File: src/rtl/cpu_types_pkg.sv
// Shared CPU types for the pipelined MIPS core.
//   word_t       : 32-bit machine word
//   fetchState_t : fetch stage run/halt state
//   NOP_INS      : encoding placed in IF/ID for a bubble (sll $0,$0,0)
//   pc_plus4     : 32-bit modulo PC increment
package cpu_types_pkg;

  typedef logic [31:0] word_t;

  typedef enum logic {
    RUN    = 1'b0,
    HALTED = 1'b1
  } fetchState_t;

  localparam word_t NOP_INS = 32'h0000_0000;

  function automatic word_t pc_plus4(input word_t p);
    return p + 32'd4;
  endfunction

endpackage

File: src/rtl/fetch_unit_if.sv
// Fetch stage bus bundle: icache read port, downstream control and the
// IF/ID latch outputs.
//   modport fu : seen from the fetch unit
//   modport tb : seen from the environment (icache + decode side)
interface fetch_unit_if;
  import cpu_types_pkg::*;

  // icache side
  logic  ihit;
  word_t iload;
  logic  iREN;
  word_t iaddr;
  // downstream control
  logic  stall;
  logic  redirect;
  word_t redirect_pc;
  logic  halt;
  // IF/ID latch
  word_t ins;
  word_t npc;
  logic  ins_valid;

  modport fu (
    input  ihit, iload, stall, redirect, redirect_pc, halt,
    output iREN, iaddr, ins, npc, ins_valid
  );

  modport tb (
    output ihit, iload, stall, redirect, redirect_pc, halt,
    input  iREN, iaddr, ins, npc, ins_valid
  );

endinterface

File: src/rtl/fetch_skid_buffer.sv
// One-entry skid buffer holding a fetched word and its PC+4.
//   clk, rst     : clock, synchronous active-high reset
//   load         : capture d_word/d_npc, mark valid
//   drain        : entry consumed, mark empty
//   clear        : discard entry (redirect/halt)
//   d_word/d_npc : incoming word and its PC+4
//   q_word/q_npc : stored word and its PC+4
//   valid        : entry holds a word
module fetch_skid_buffer
  import cpu_types_pkg::*;
(
  input  logic  clk,
  input  logic  rst,
  input  logic  load,
  input  logic  drain,
  input  logic  clear,
  input  word_t d_word,
  input  word_t d_npc,
  output word_t q_word,
  output word_t q_npc,
  output logic  valid
);

  always_ff @(posedge clk) begin
    if (rst || clear) begin
      valid  <= 1'b0;
      q_word <= '0;
      q_npc  <= '0;
    end else if (load) begin
      valid  <= 1'b1;
      q_word <= d_word;
      q_npc  <= d_npc;
    end else if (drain) begin
      valid  <= 1'b0;
    end
  end

endmodule

File: src/rtl/fetch_unit.sv
// Instruction fetch stage: owns the PC, reads the icache, and fills the
// IF/ID latch feeding decode. Downstream stalls are absorbed by a one-entry
// skid buffer; redirects and halt override everything but reset.
//   CLK, RST : clock, synchronous active-high reset
//   fuif     : fetch_unit_if.fu (icache read port, stall/redirect/halt,
//              IF/ID outputs ins/npc/ins_valid)
//   PC_INIT  : PC loaded on reset
module fetch_unit
  import cpu_types_pkg::*;
#(
  parameter word_t PC_INIT = 32'h0000_0000
) (
  input  logic      CLK,
  input  logic      RST,
  fetch_unit_if.fu  fuif
);

  fetchState_t state_q;
  word_t       pc_q;
  word_t       ins_q;
  word_t       npc_q;
  logic        insv_q;

  word_t       pc_next4;
  logic        run;
  logic        iren;
  logic        accept;
  logic        buf_load;
  logic        buf_drain;
  logic        buf_clear;
  word_t       buf_word;
  word_t       buf_npc;
  logic        buf_valid;

  assign pc_next4 = pc_plus4(pc_q);

  always_comb begin
    run    = (state_q == RUN);
    // No new request while a word is parked; halt blocks in its own cycle.
    iren   = run && !buf_valid && !fuif.halt;
    accept = fuif.ihit && iren && !fuif.redirect;
    // Buffer control mirrors the priority chain in the register block below.
    buf_clear = run && (fuif.halt || fuif.redirect);
    buf_load  = run && !fuif.halt && !fuif.redirect && fuif.stall && accept;
    buf_drain = run && !fuif.halt && !fuif.redirect && !fuif.stall && buf_valid;
  end

  fetch_skid_buffer u_skid (
    .clk    (CLK),
    .rst    (RST),
    .load   (buf_load),
    .drain  (buf_drain),
    .clear  (buf_clear),
    .d_word (fuif.iload),
    .d_npc  (pc_next4),
    .q_word (buf_word),
    .q_npc  (buf_npc),
    .valid  (buf_valid)
  );

  always_ff @(posedge CLK) begin
    if (RST) begin
      state_q <= RUN;
      pc_q    <= PC_INIT;
      ins_q   <= NOP_INS;
      npc_q   <= '0;
      insv_q  <= 1'b0;
    end else if (state_q == HALTED) begin
      // Frozen until reset; IF/ID already holds a bubble.
      ins_q   <= NOP_INS;
      insv_q  <= 1'b0;
    end else if (fuif.halt) begin
      state_q <= HALTED;
      ins_q   <= NOP_INS;
      insv_q  <= 1'b0;
    end else if (fuif.redirect) begin
      pc_q    <= fuif.redirect_pc & ~32'd3;
      ins_q   <= NOP_INS;
      insv_q  <= 1'b0;
    end else if (fuif.stall) begin
      // IF/ID held; an accepted word is parked in the skid buffer.
      if (accept) pc_q <= pc_next4;
    end else if (buf_valid) begin
      ins_q   <= buf_word;
      npc_q   <= buf_npc;
      insv_q  <= 1'b1;
    end else if (accept) begin
      pc_q    <= pc_next4;
      ins_q   <= fuif.iload;
      npc_q   <= pc_next4;
      insv_q  <= 1'b1;
    end else begin
      ins_q   <= NOP_INS;
      insv_q  <= 1'b0;
    end
  end

  assign fuif.iREN      = iren;
  assign fuif.iaddr     = pc_q;
  assign fuif.ins       = ins_q;
  assign fuif.npc       = npc_q;
  assign fuif.ins_valid = insv_q;

endmodule

File: src/flat_wrapper.sv
// flat-port wrapper written by rule: the top's interface ports become plain ports
module fetch_unit_flat import cpu_types_pkg::*;
#(
  parameter word_t PC_INIT = 32'h0000_0000
)
  (CLK, RST, fuif_ihit, fuif_iload, fuif_stall, fuif_redirect, fuif_redirect_pc, fuif_halt, fuif_iREN, fuif_iaddr, fuif_ins, fuif_npc, fuif_ins_valid);
  fetch_unit_if fuif_i ();
  input  logic CLK;
  input  logic RST;
  input wire logic [$bits(fuif_i.ihit)-1:0] fuif_ihit;
  input wire logic [$bits(fuif_i.iload)-1:0] fuif_iload;
  input wire logic [$bits(fuif_i.stall)-1:0] fuif_stall;
  input wire logic [$bits(fuif_i.redirect)-1:0] fuif_redirect;
  input wire logic [$bits(fuif_i.redirect_pc)-1:0] fuif_redirect_pc;
  input wire logic [$bits(fuif_i.halt)-1:0] fuif_halt;
  output wire logic [$bits(fuif_i.iREN)-1:0] fuif_iREN;
  output wire logic [$bits(fuif_i.iaddr)-1:0] fuif_iaddr;
  output wire logic [$bits(fuif_i.ins)-1:0] fuif_ins;
  output wire logic [$bits(fuif_i.npc)-1:0] fuif_npc;
  output wire logic [$bits(fuif_i.ins_valid)-1:0] fuif_ins_valid;
  assign fuif_i.ihit = fuif_ihit;
  assign fuif_i.iload = fuif_iload;
  assign fuif_i.stall = fuif_stall;
  assign fuif_i.redirect = fuif_redirect;
  assign fuif_i.redirect_pc = fuif_redirect_pc;
  assign fuif_i.halt = fuif_halt;
  assign fuif_iREN = fuif_i.iREN;
  assign fuif_iaddr = fuif_i.iaddr;
  assign fuif_ins = fuif_i.ins;
  assign fuif_npc = fuif_i.npc;
  assign fuif_ins_valid = fuif_i.ins_valid;
  fetch_unit #(.PC_INIT(PC_INIT)) u_core (.CLK(CLK), .RST(RST), .fuif(fuif_i));
endmodule
File: config.mk
export PLATFORM = sky130hd
export DESIGN_NAME = fetch_unit_flat
export DESIGN_NICKNAME = d
export VERILOG_FILES = /design/src/rtl/cpu_types_pkg.sv /design/src/rtl/fetch_unit_if.sv /design/src/rtl/fetch_skid_buffer.sv /design/src/rtl/fetch_unit.sv /design/src/flat_wrapper.sv
export SDC_FILE = /design/constraint.sdc
export NUM_CORES = 1
export LEC_CHECK = 0
export CAP_MARGIN = 10
export CORE_UTILIZATION = 50
export DETAILED_ROUTE_END_ITERATION = 7
export GPL_TIMING_DRIVEN = 0
export PLACE_DENSITY = 0.8
export SYNTH_ARGS = -nofsm -noshare
export SYNTH_HDL_FRONTEND = slang
export SYNTH_SLANG_ARGS = --single-unit
File: constraint.sdc
create_clock -name CLK -period 2.45 [get_ports CLK]
set_clock_uncertainty 0.1 [all_clocks]
set_input_delay 0.49 -clock CLK [delete_from_list [all_inputs] [get_ports CLK]]
set_output_delay 0.49 -clock CLK [all_outputs]
set_load 0.02 [all_outputs]
==> results.md, run 1 <==
- Status: finished, final reports clean
- H-tree Lvls: 4
- Ys async rst share: 0%
- CTS root buffer: clkbuf_16
- Worst Hold Path EP: u_core.u_skid.q_word[17]
- Antenna violations before repair: 0
- Post-synth EDFFs: 0
- Vias per cell: 6.01
- Switch Pwr: 0.00148 W
- Worst hold stages: 2
- Crit end category: flop
- VDD IR max: 0.440 mV
- Initial core utilization: 51.7%
- Comb pwr share: 10.6%
- DIE AREA: 15,000 µm²
- Type of origin of the critical path: input pin
- Core area: 14,000 µm²
- Part of the Yosys area used for sequential elements: 43.4%
- Yosys warnings: 0
- Synthesis-to-finish area growth: 34.8%
- Hold Crit Class: reg2reg
- WP data required: 2.67 ns
- Total power divided by cell area: 612 nW/µm²
- GR peak layer: met2
- CTS tree: done
- Max incr delay on CP: 0.66 ns
- FF-to-FF setup slack: 0.17 ns
- Cell Rows: 43
- Avg Inst Size Synth: 8.21 µm²
- Bufs on Longest Clock Path: 2
- Layout cells sized above 1: 11.6%
- Routing usage on met3: 6.27%
- IO buf count: 159
- Mapped cell area: 7240 µm²
- Max Fclk: 424 MHz
- Crit path cell chain: clkdlybuf4s50_1, clkbuf_1, inv_1, clkbuf_1, o21ai_0, nand2_1, a32o_1
- TritonCTS Sinks: 157
- Final WS setup: 0.0926 ns
- Critical R2R Capture: u_core.fuif.iaddr[17]
- Hold path start: u_core.u_skid.q_word[17]
- Prevailing post-synth register cell: dfxtp_1
- Synth cell types: 58
- Clock transition at path regs: 0.06 ns
- CTS buffer count: 17
- Number of global-route vias before repair: 7,011
- Setup violations, final: 0
- CP arrival: 2.58 ns
- Sequential share of power: 44.3%
- Reg2reg start: u_core.fuif.iaddr[7]
- Setup_tns: 0 ns
- Largest net degree at the start of global routing: 20
- Die Height: 122 µm
- CP max FO: 10
- 1st-pass router iterations: 6
- Io pins: 168
- Slew @ Worst Pin: 0.770 ns
- Fillers: 1,182
- DP HPWL: 16,800 µm
- P_int: 0.00449 W
- Hold Violations, Final: 0
- Worst slack at placement: -0.810 ns
- Net Sw Frac: 24.8%
- GR Overflow Total: 0
- GPL Wtd Cong: 0.957
- Pins Over Slew Limit: 0
- Initial DRC count: 672
- Die W: 122 µm
- CP most frequent cell: clkbuf_1
- Total Routing Usage GR: 32.6%
- WL/cell: 19.2 µm
- Clk network pwr share: 45.1%
- Flops & latches, synth: 157
- Grt met1 use: 43.8%
- First-pass GRT wire length: 37,400 µm
- Crit path max-delay family: buffers and inverters
- Detailed-route via count: 7,526
- Pleak: 3.28 nW
- Nets@finish: 1,131
- Clk_lat worst skew: 0.43 ns
- # DRC: 0
- Detail Route Antenna Nets: 0
- Wirelength, routed: 24,000 µm
- Most common cell after layout, fill and taps aside: clkdlybuf4s50_1
- R2R depth: 5
- GR Layer Usage met2: 52.2%
- Number of diodes: 0
- CP max stage cell: clkdlybuf4s50_1
- Commonest non-fill, non-tap cells in the layout: clkdlybuf4s50_1 (158), dfxtp_1 (156), nand2_1 (133)
- Tcrit/Tclk final: 96.2%
- Post-route minimum period: 2.36 ns
- Max Cap Viol: 0
- Synth Instances: 881
- Slew Limit Headroom: 48.3%
- Critical path type: in2reg
- WP buf/inv: 4
-- how the worst max path moves through the flow --
stage,from,end,depth (start not counted)
6_report,fuif_redirect,u_core.fuif.iaddr[23],7
5_1_grt,fuif_halt,u_core.fuif.npc[29],7
3_5_place_dp,fuif_halt,u_core.fuif.iaddr[27],6
3_3_place_gp,fuif_halt,u_core.fuif.iaddr[27],6
2_1_floorplan,u_core.fuif.iaddr[2],u_core.fuif.iaddr[26],7
4_1_cts,fuif_halt,u_core.fuif.iaddr[29],7
-- synth_stat cells (8+ instances only) --
master	instances	share of area [%]
o21ai_1	12	0.83
nand2_1	133	6.9
xnor2_1	14	1.7
clkbuf_1	55	2.9
a211oi_1	20	2.1
o31ai_1	8	0.83
o211ai_1	9	0.93
xor2_1	8	0.97
a21oi_1	56	3.9
a22oi_1	35	3.6
nor2_1	97	5.0
buf_2	14	0.97
a32o_1	8	1.1
mux2_2	32	5.0
nand4_1	10	0.86
dfxtp_1	157	43
nand3_1	25	1.7
o21ai_0	30	2.1
nor3_1	35	2.4
a31oi_1	23	2.0
-- worst reg2reg max path: stages (launching register included) --
cell and delay (ns):
dfxtp_1 0.48, nand4_2 0.28, nor4_2 0.63, nand3_1 0.23
a21o_1 0.22, a32o_1 0.24
-- timing repair --
action / in CTS / in global routing
buffers inserted: 0 / 1
resized for setup: 9 / 39
pin swaps: 0 / 1
hold buffers: 0 / 0
setup endpoints to repair: 35 / 91
-- registers in the layout, indices dropped and copies added, names as in the netlist --
| register | flops |
|---|---|
| u_core.u_skid.q_npc | 30 |
| u_core.u_skid.valid | 1 |
| u_core.u_skid.q_word | 32 |
| u_core.fuif.npc | 30 |
| u_core.fuif.iaddr | 30 |
| u_core.fuif.ins_valid | 1 |
| u_core.state_q | 1 |
| u_core.fuif.ins | 32 |
-- per-layer routing --
layer	vias to the layer above	routed length, µm
met5	-	0
met4	0	576
met3	45	1940
met2	380	11400
met1	3601	10200
li1	3500	-
-- cells by family after synthesis --
family | share of synthesized area (%)
flip-flops | 43.4
AND/OR/NAND/NOR | 22.2
other | 0.0518
multiplexers | 5.39
AO/OA/AOI/OAI | 20.9
XOR/XNOR | 2.66
adder cells (fa/ha/maj) | 0.173
buffers and inverters | 5.20
-- final cells by class --
type / instances / area [µm²] / share of cell area, %
Tap cell: 180 / 225 / 2.31
Clock buffer: 22 / 454 / 4.66
Buffer: 80 / 364 / 3.73
Inverter: 6 / 22.5 / 0.231
Sequential cell: 157 / 3140 / 32.2
Timing Repair Buffer: 160 / 1590 / 16.3
Multi-Input combinational cell: 638 / 3810 / 39.0
Clock inverter: 10 / 140 / 1.44
-- power by group through the flow --
| stage | sequential [W] | combinational, W | clock, W |
|---|---|---|---|
| 2_1_floorplan | 0.00272 | 0.000289 | 0 |
| 3_3_place_gp | 0.00269 | 0.000607 | 0 |
| 5_1_grt | 0.00265 | 0.000672 | 0.00282 |
| 3_5_place_dp | 0.00270 | 0.000610 | 0 |
| 6_report | 0.00264 | 0.000631 | 0.00270 |
| 4_1_cts | 0.00264 | 0.000619 | 0.00270 |
-- through the flow --
step | cells | hold slack (ns) | cell area [µm²] | power (W) | utilization (%)
after global placement | 1223 | 0.338 | 9060 | 0.00330 | 64.8
after detailed placement | 1223 | 0.343 | 9060 | 0.00331 | 64.8
final | 1253 | 0.351 | 9750 | 0.00597 | 69.7
after floorplan | 884 | 0.333 | 7250 | 0.00301 | -
after global routing | 1253 | 0.368 | 9750 | 0.00613 | 69.7
after CTS | 1254 | 0.353 | 9670 | 0.00596 | 69.2
Power figures use the tool's default switching activity.
==> run 2, diff against run 1 <==
--- a/config.mk
+++ b/config.mk
@@ -5,6 +5,7 @@
 export SDC_FILE = /design/constraint.sdc
 export NUM_CORES = 1
 export LEC_CHECK = 0
+export ABC_AREA = 0
 export CAP_MARGIN = 10
 export CORE_UTILIZATION = 50
 export DETAILED_ROUTE_END_ITERATION = 7
==> constraint.sdc (replaced) <==
create_clock -name CLK -period 2.45 [get_ports CLK]
set_clock_uncertainty 0.1 [all_clocks]
set_input_delay 0.3675 -clock CLK [delete_from_list [all_inputs] [get_ports CLK]]
set_output_delay 0.3675 -clock CLK [all_outputs]
set_load 0.02 [all_outputs]
==> run 2 against run 1 <==
  * Setup slack improved by 0.013 ns
  * Sequential power is essentially flat
  * Combinational power about the same
  * Maximum frequency grew 0.56%
  * Final cell count about the same
  * Critical path depth down 3
  * Routed wire length up 0.27%
  * Highest routed layer unchanged
  * Clock-buffer cell count unchanged
  * Sequential share of layout area rose by 0.10 points
  * Non-clock buffer count increased by 1
  * Die area stayed put
  * Utilization is 0.22 points lower
==> results.md, run 2 (same netlist as run 1, synthesis figures left out) <==
- Max Cap Viol: 0
- Critical R2R Capture: u_core.fuif.iaddr[26]
- Final WS setup: 0.106 ns
- Setup crit start: u_core.u_skid.valid
- R2R depth: 6
- Io pins: 168
- Largest net degree at the start of global routing: 20
- Wirelength, routed: 24,100 µm
- Most common cell after layout, fill and taps aside: clkdlybuf4s50_1
- Pins Over Slew Limit: 0
- Type of origin of the critical path: flop
- Slew Limit Headroom: 46.7%
- CP most frequent cell: buf_2
- WP data required: 1.98 ns
- IO buf count: 159
- Pleak: 3.21 nW
- Die Height: 122 µm
- Initial core utilization: 51.7%
- H-tree Lvls: 4
- Post-route minimum period: 2.34 ns
- Number of global-route vias before repair: 7,015
- Setup violations, final: 0
- Vias per cell: 6.00
- Detailed-route via count: 7,520
- CP arrival: 1.88 ns
- Slew @ Worst Pin: 0.794 ns
- GR Overflow Total: 0
- Initial DRC count: 735
- CTS root buffer: clkbuf_16
- Detail Route Antenna Nets: 0
- Die W: 122 µm
- Post-route insts no fill: 1,254
- DP HPWL: 16,800 µm
- Commonest non-fill, non-tap cells in the layout: clkdlybuf4s50_1 (158), dfxtp_1 (156), nand2_1 (133)
- CP max FO: 19
- GPL Wtd Cong: 0.957
- FF-to-FF setup slack: 0.15 ns
- Clock transition at path regs: 0.06 ns
- Clk_lat worst skew: 0.42 ns
- Hold Crit Class: reg2reg
- Hold Violations, Final: 0
- CTS tree: done
- Number of diodes: 0
- Fillers: 1,192
- Total power divided by cell area: 614 nW/µm²
- Synthesis-to-finish area growth: 34.3%
- Nets@finish: 1,132
- CTS buffer count: 17
- WP buf/inv: 3
- Crit path max-delay family: buffers and inverters
- Crit path to: fuif_iREN
- Crit path cell chain: buf_2, buf_2, nor3_1, dlygate4sd2_1
- WP depth: 4
- Antenna violations before repair: 0
- Bufs on Longest Clock Path: 2
- 1st-pass router iterations: 7
- Worst slack at placement: -0.687 ns
- # DRC: 0
- WL/cell: 19.2 µm
- Cts hold-fix bufs: 0
- DIE AREA: 15,000 µm²
- Setup_tns: 0 ns
- First-pass GRT wire length: 37,400 µm
- Area post-placement: 9060 µm²
- Reg2reg start: u_core.u_skid.valid
- VDD IR max: 0.439 mV
- Placed cells: 1,223
- CP max stage cell: dlygate4sd2_1
- Total Routing Usage GR: 32.6%
- Critical path type: reg2out
- Status: finished, final reports clean
- Max incr delay on CP: 0.38 ns
- Design Area, Final: 9720 µm²
- Core area: 14,000 µm²
- TritonCTS Sinks: 157
- Tcrit/Tclk final: 95.7%
- Crit end category: output pin
- Unrepaired setup endpoints after global routing: no
- Cell Rows: 43
- Layout cells sized above 1: 10.2%
- Max Fclk: 427 MHz
## run 2: repair_timing
item / CTS / global route
setup endpoints to repair: 23 / 96
pin swaps: 0 / 1
setup buffers: 0 / 1
resized for setup: 5 / 16
## run 2: through the flow
step           utilization [%]  hold WS, ns  power (W)
5_1_grt                   69.5        0.368    0.00613
4_1_cts                   69.1        0.350    0.00596
2_1_floorplan                -        0.333    0.00301
6_report                  69.5        0.351    0.00597
3_5_place_dp              64.8        0.343    0.00331
3_3_place_gp              64.8        0.338    0.00330
## run 2: worst min path at each step
stage	from	to	depth (start not counted)
detailed placement	u_core.u_skid.q_word[5]	u_core.u_skid.q_word[5]	2
global placement	u_core.u_skid.q_word[9]	u_core.u_skid.q_word[9]	2
CTS	RST	u_core.fuif.npc[31]	4
floorplan	u_core.u_skid.q_word[0]	u_core.u_skid.q_word[0]	2
finish	u_core.u_skid.q_word[17]	u_core.u_skid.q_word[17]	2
global route	u_core.u_skid.q_word[0]	u_core.u_skid.q_word[0]	2
## run 2: cell type report
| type | instances | area, µm² | area share, % |
|---|---|---|---|
| plain buffers | 81 | 352 | 3.62 |
| inverters | 6 | 22.5 | 0.232 |
| well taps | 180 | 225 | 2.32 |
| repair buffers | 160 | 1600 | 16.4 |
| clock buffers | 22 | 454 | 4.67 |
| multi-input cells | 638 | 3780 | 38.9 |
| flip-flops and latches | 157 | 3140 | 32.3 |
| clock inverters | 10 | 140 | 1.44 |
## run 2: routing by layer
metal	up-vias	wire, µm	track usage (%)
li1	3503	-	-
met1	3581	10200	43.7
met2	386	11300	52.4
met3	50	2000	6.46
met4	0	582	11.1
met5	-	0	0
## run 2: worst min-delay path, cell delays in order (launching register included)
cell and delay [ns]:
dfxtp_1 0.31, nand2_1 0.05, a21oi_1 0.05
## run 2: report_power, final
part           total [W]  internal [W]  switching (W)
sequential       0.00264       0.00259      0.0000501
combinational   0.000632      0.000269       0.000363
clock            0.00269       0.00163        0.00106
total            0.00597       0.00449        0.00148
==> run 3, diff against run 2 <==
--- a/config.mk
+++ b/config.mk
@@ -9,8 +9,8 @@
 export CAP_MARGIN = 10
 export CORE_UTILIZATION = 50
 export DETAILED_ROUTE_END_ITERATION = 7
+export DONT_BUFFER_PORTS = 1
 export GPL_TIMING_DRIVEN = 0
-export PLACE_DENSITY = 0.8
 export SYNTH_ARGS = -nofsm -noshare
 export SYNTH_HDL_FRONTEND = slang
 export SYNTH_SLANG_ARGS = --single-unit
==> run 3 against run 2 <==
  * Global-route usage fell by 1.3 points
  * Die area did not move
  * Critical endpoint is now u_core.fuif.iaddr[31]
  * Clock-buffer cell count fell by 3
  * Maximum frequency rose by 0.61%
  * Largest cell class unchanged
  * Total power fell by 2.5%
  * Non-clock buffer count fell by 126
  * Critical path depth rose by 3
  * Register-to-register slack got worse by 0.03 ns
  * Setup slack improved by 0.014 ns
==> results.md, run 3 (same netlist as run 1, synthesis figures left out) <==
- Status: finished, final reports clean
- Max Cap Viol: 0
- CP arrival: 2.56 ns
- # DRC: 0
- GR Layer Usage met2: 48.7%
- Nets@finish: 1,006
- Unrepaired setup endpoints after global routing: no
- DP HPWL: 16,700 µm
- DIE AREA: 15,000 µm²
- Max Fclk: 429 MHz
- Vias per cell: 6.12
- CP max stage cell: dfxtp_1
- 1st-pass router iterations: 5
- CTS root buffer: clkbuf_16
- Crit end category: flop
- Setup violations, final: 0
- VDD IR max: 0.486 mV
- Slew @ Worst Pin: 0.903 ns
- Placed cells: 1,064
- Setup_tns: 0 ns
- Total Routing Usage GR: 31.3%
- Most common cell after layout, fill and taps aside: dfxtp_1
- Initial DRC count: 606
- Crit path max-delay family: simple AND/OR/NAND/NOR gates
- Hold Violations, Final: 0
- H-tree Lvls: 4
- Hold Crit Class: in2reg
- Synthesis-to-finish area growth: 17.6%
- Layout cells sized above 1: 12.8%
- Final WS setup: 0.120 ns
- Die W: 122 µm
- Crit path cell chain: buf_4, and4_1, buf_2, nand4_4, nor4_4, xnor2_1, a2111oi_2
- WP depth: 7
- Die Height: 122 µm
- Io pins: 168
- Slew Limit Headroom: 39.4%
- Initial core utilization: 51.7%
- Wirelength, routed: 23,400 µm
- Largest net degree at the start of global routing: 17
- Total power divided by cell area: 683 nW/µm²
- Post-route minimum period: 2.33 ns
- WP buf/inv: 2
- Cell Rows: 43
- Critical path type: reg2reg
- Fillers: 1,267
- Clock transition at path regs: 0.06 ns
- Post-route insts no fill: 1,129
- CTS tree: done
- CP max FO: 10
- Antenna violations before repair: 1
- WP data required: 2.68 ns
- CTS buffer count: 17
- IO buf count: 0
- Tcrit/Tclk final: 95.1%
- Clk_lat worst skew: 0.43 ns
- First-pass GRT wire length: 35,100 µm
- GPL Wtd Cong: 0.922
- Grt met1 use: 41.4%
- Detail Route Antenna Nets: 0
- WL/cell: 20.7 µm
- Core area: 14,000 µm²
- Type of origin of the critical path: flop
- GR peak layer: met2
- Bufs on Longest Clock Path: 2
- Core Util, Final: 60.9%
- Max incr delay on CP: 0.45 ns
- Routing usage on met3: 9.25%
- Register Area: 3150 µm²
- R2R depth: 7
- Worst hold stages: 2
- Pleak: 2.86 nW
- Pins Over Slew Limit: 0
- Number of global-route vias before repair: 6,427
- TritonCTS Sinks: 157
- Worst slack at placement: -0.225 ns
- GR Overflow Total: 0
- Detailed-route via count: 6,905
- Commonest non-fill, non-tap cells in the layout: dfxtp_1 (152), nand2_1 (133), nor2_1 (94)
- Multi-input gate area: 3830 µm²
[run 3: repair_timing]
| action | CTS | global route |
|---|---|---|
| resized for setup | 11 | 20 |
| hold endpoints to repair | 32 | 0 |
| endpoints found under the setup margin | 33 | 67 |
| hold buffers | 32 | 0 |
| setup buffers | 0 | 3 |
| pin swaps | 0 | 2 |
[run 3: worst paths after layout]
path | start | to | slack [ns]
max | u_core.fuif.iaddr[4] | u_core.fuif.iaddr[31] | 0.12
min | fuif_redirect_pc[2] | u_core.fuif.iaddr[2] | 0.01
max reg2reg | u_core.fuif.iaddr[4] | u_core.fuif.iaddr[31] | 0.12
min reg2reg | u_core.u_skid.q_word[1] | u_core.u_skid.q_word[1] | 0.35
[run 3: cell type report]
cell class,instances,share of cell area (%)
Clock buffer,19,5.09
Antenna cell,1,0.0294
Buffer,80,4.10
Timing Repair Buffer,35,4.03
Sequential cell,157,37.0
Inverter,6,0.265
Multi-Input combinational cell,638,45.0
Tap cell,180,2.65
Clock inverter,13,1.81
[run 3: through the flow]
stage                     area (µm²)  hold WS (ns)  total power (W)
after floorplan                 7250         0.333          0.00301
after global placement          7470         0.339          0.00313
after detailed placement        7470         0.345          0.00314
after CTS                       8430       0.00381          0.00582
after global routing            8510        0.0140          0.00600
final                           8510        0.0127          0.00582
[run 3: routing by layer]
metal  wire length (µm)  part of all wire (%)
met1               9990                    43
met2              10900                    47
met3               2130                   9.1
met4                359                   1.5
met5                  0                     0
[run 3: report_power, final]
part | switching [W] | total (W) | internal, W
Clock | 0.00115 | 0.00268 | 0.00152
Sequential | 0.0000885 | 0.00268 | 0.00259
Combinational | 0.000291 | 0.000459 | 0.000168
Total | 0.00153 | 0.00582 | 0.00428
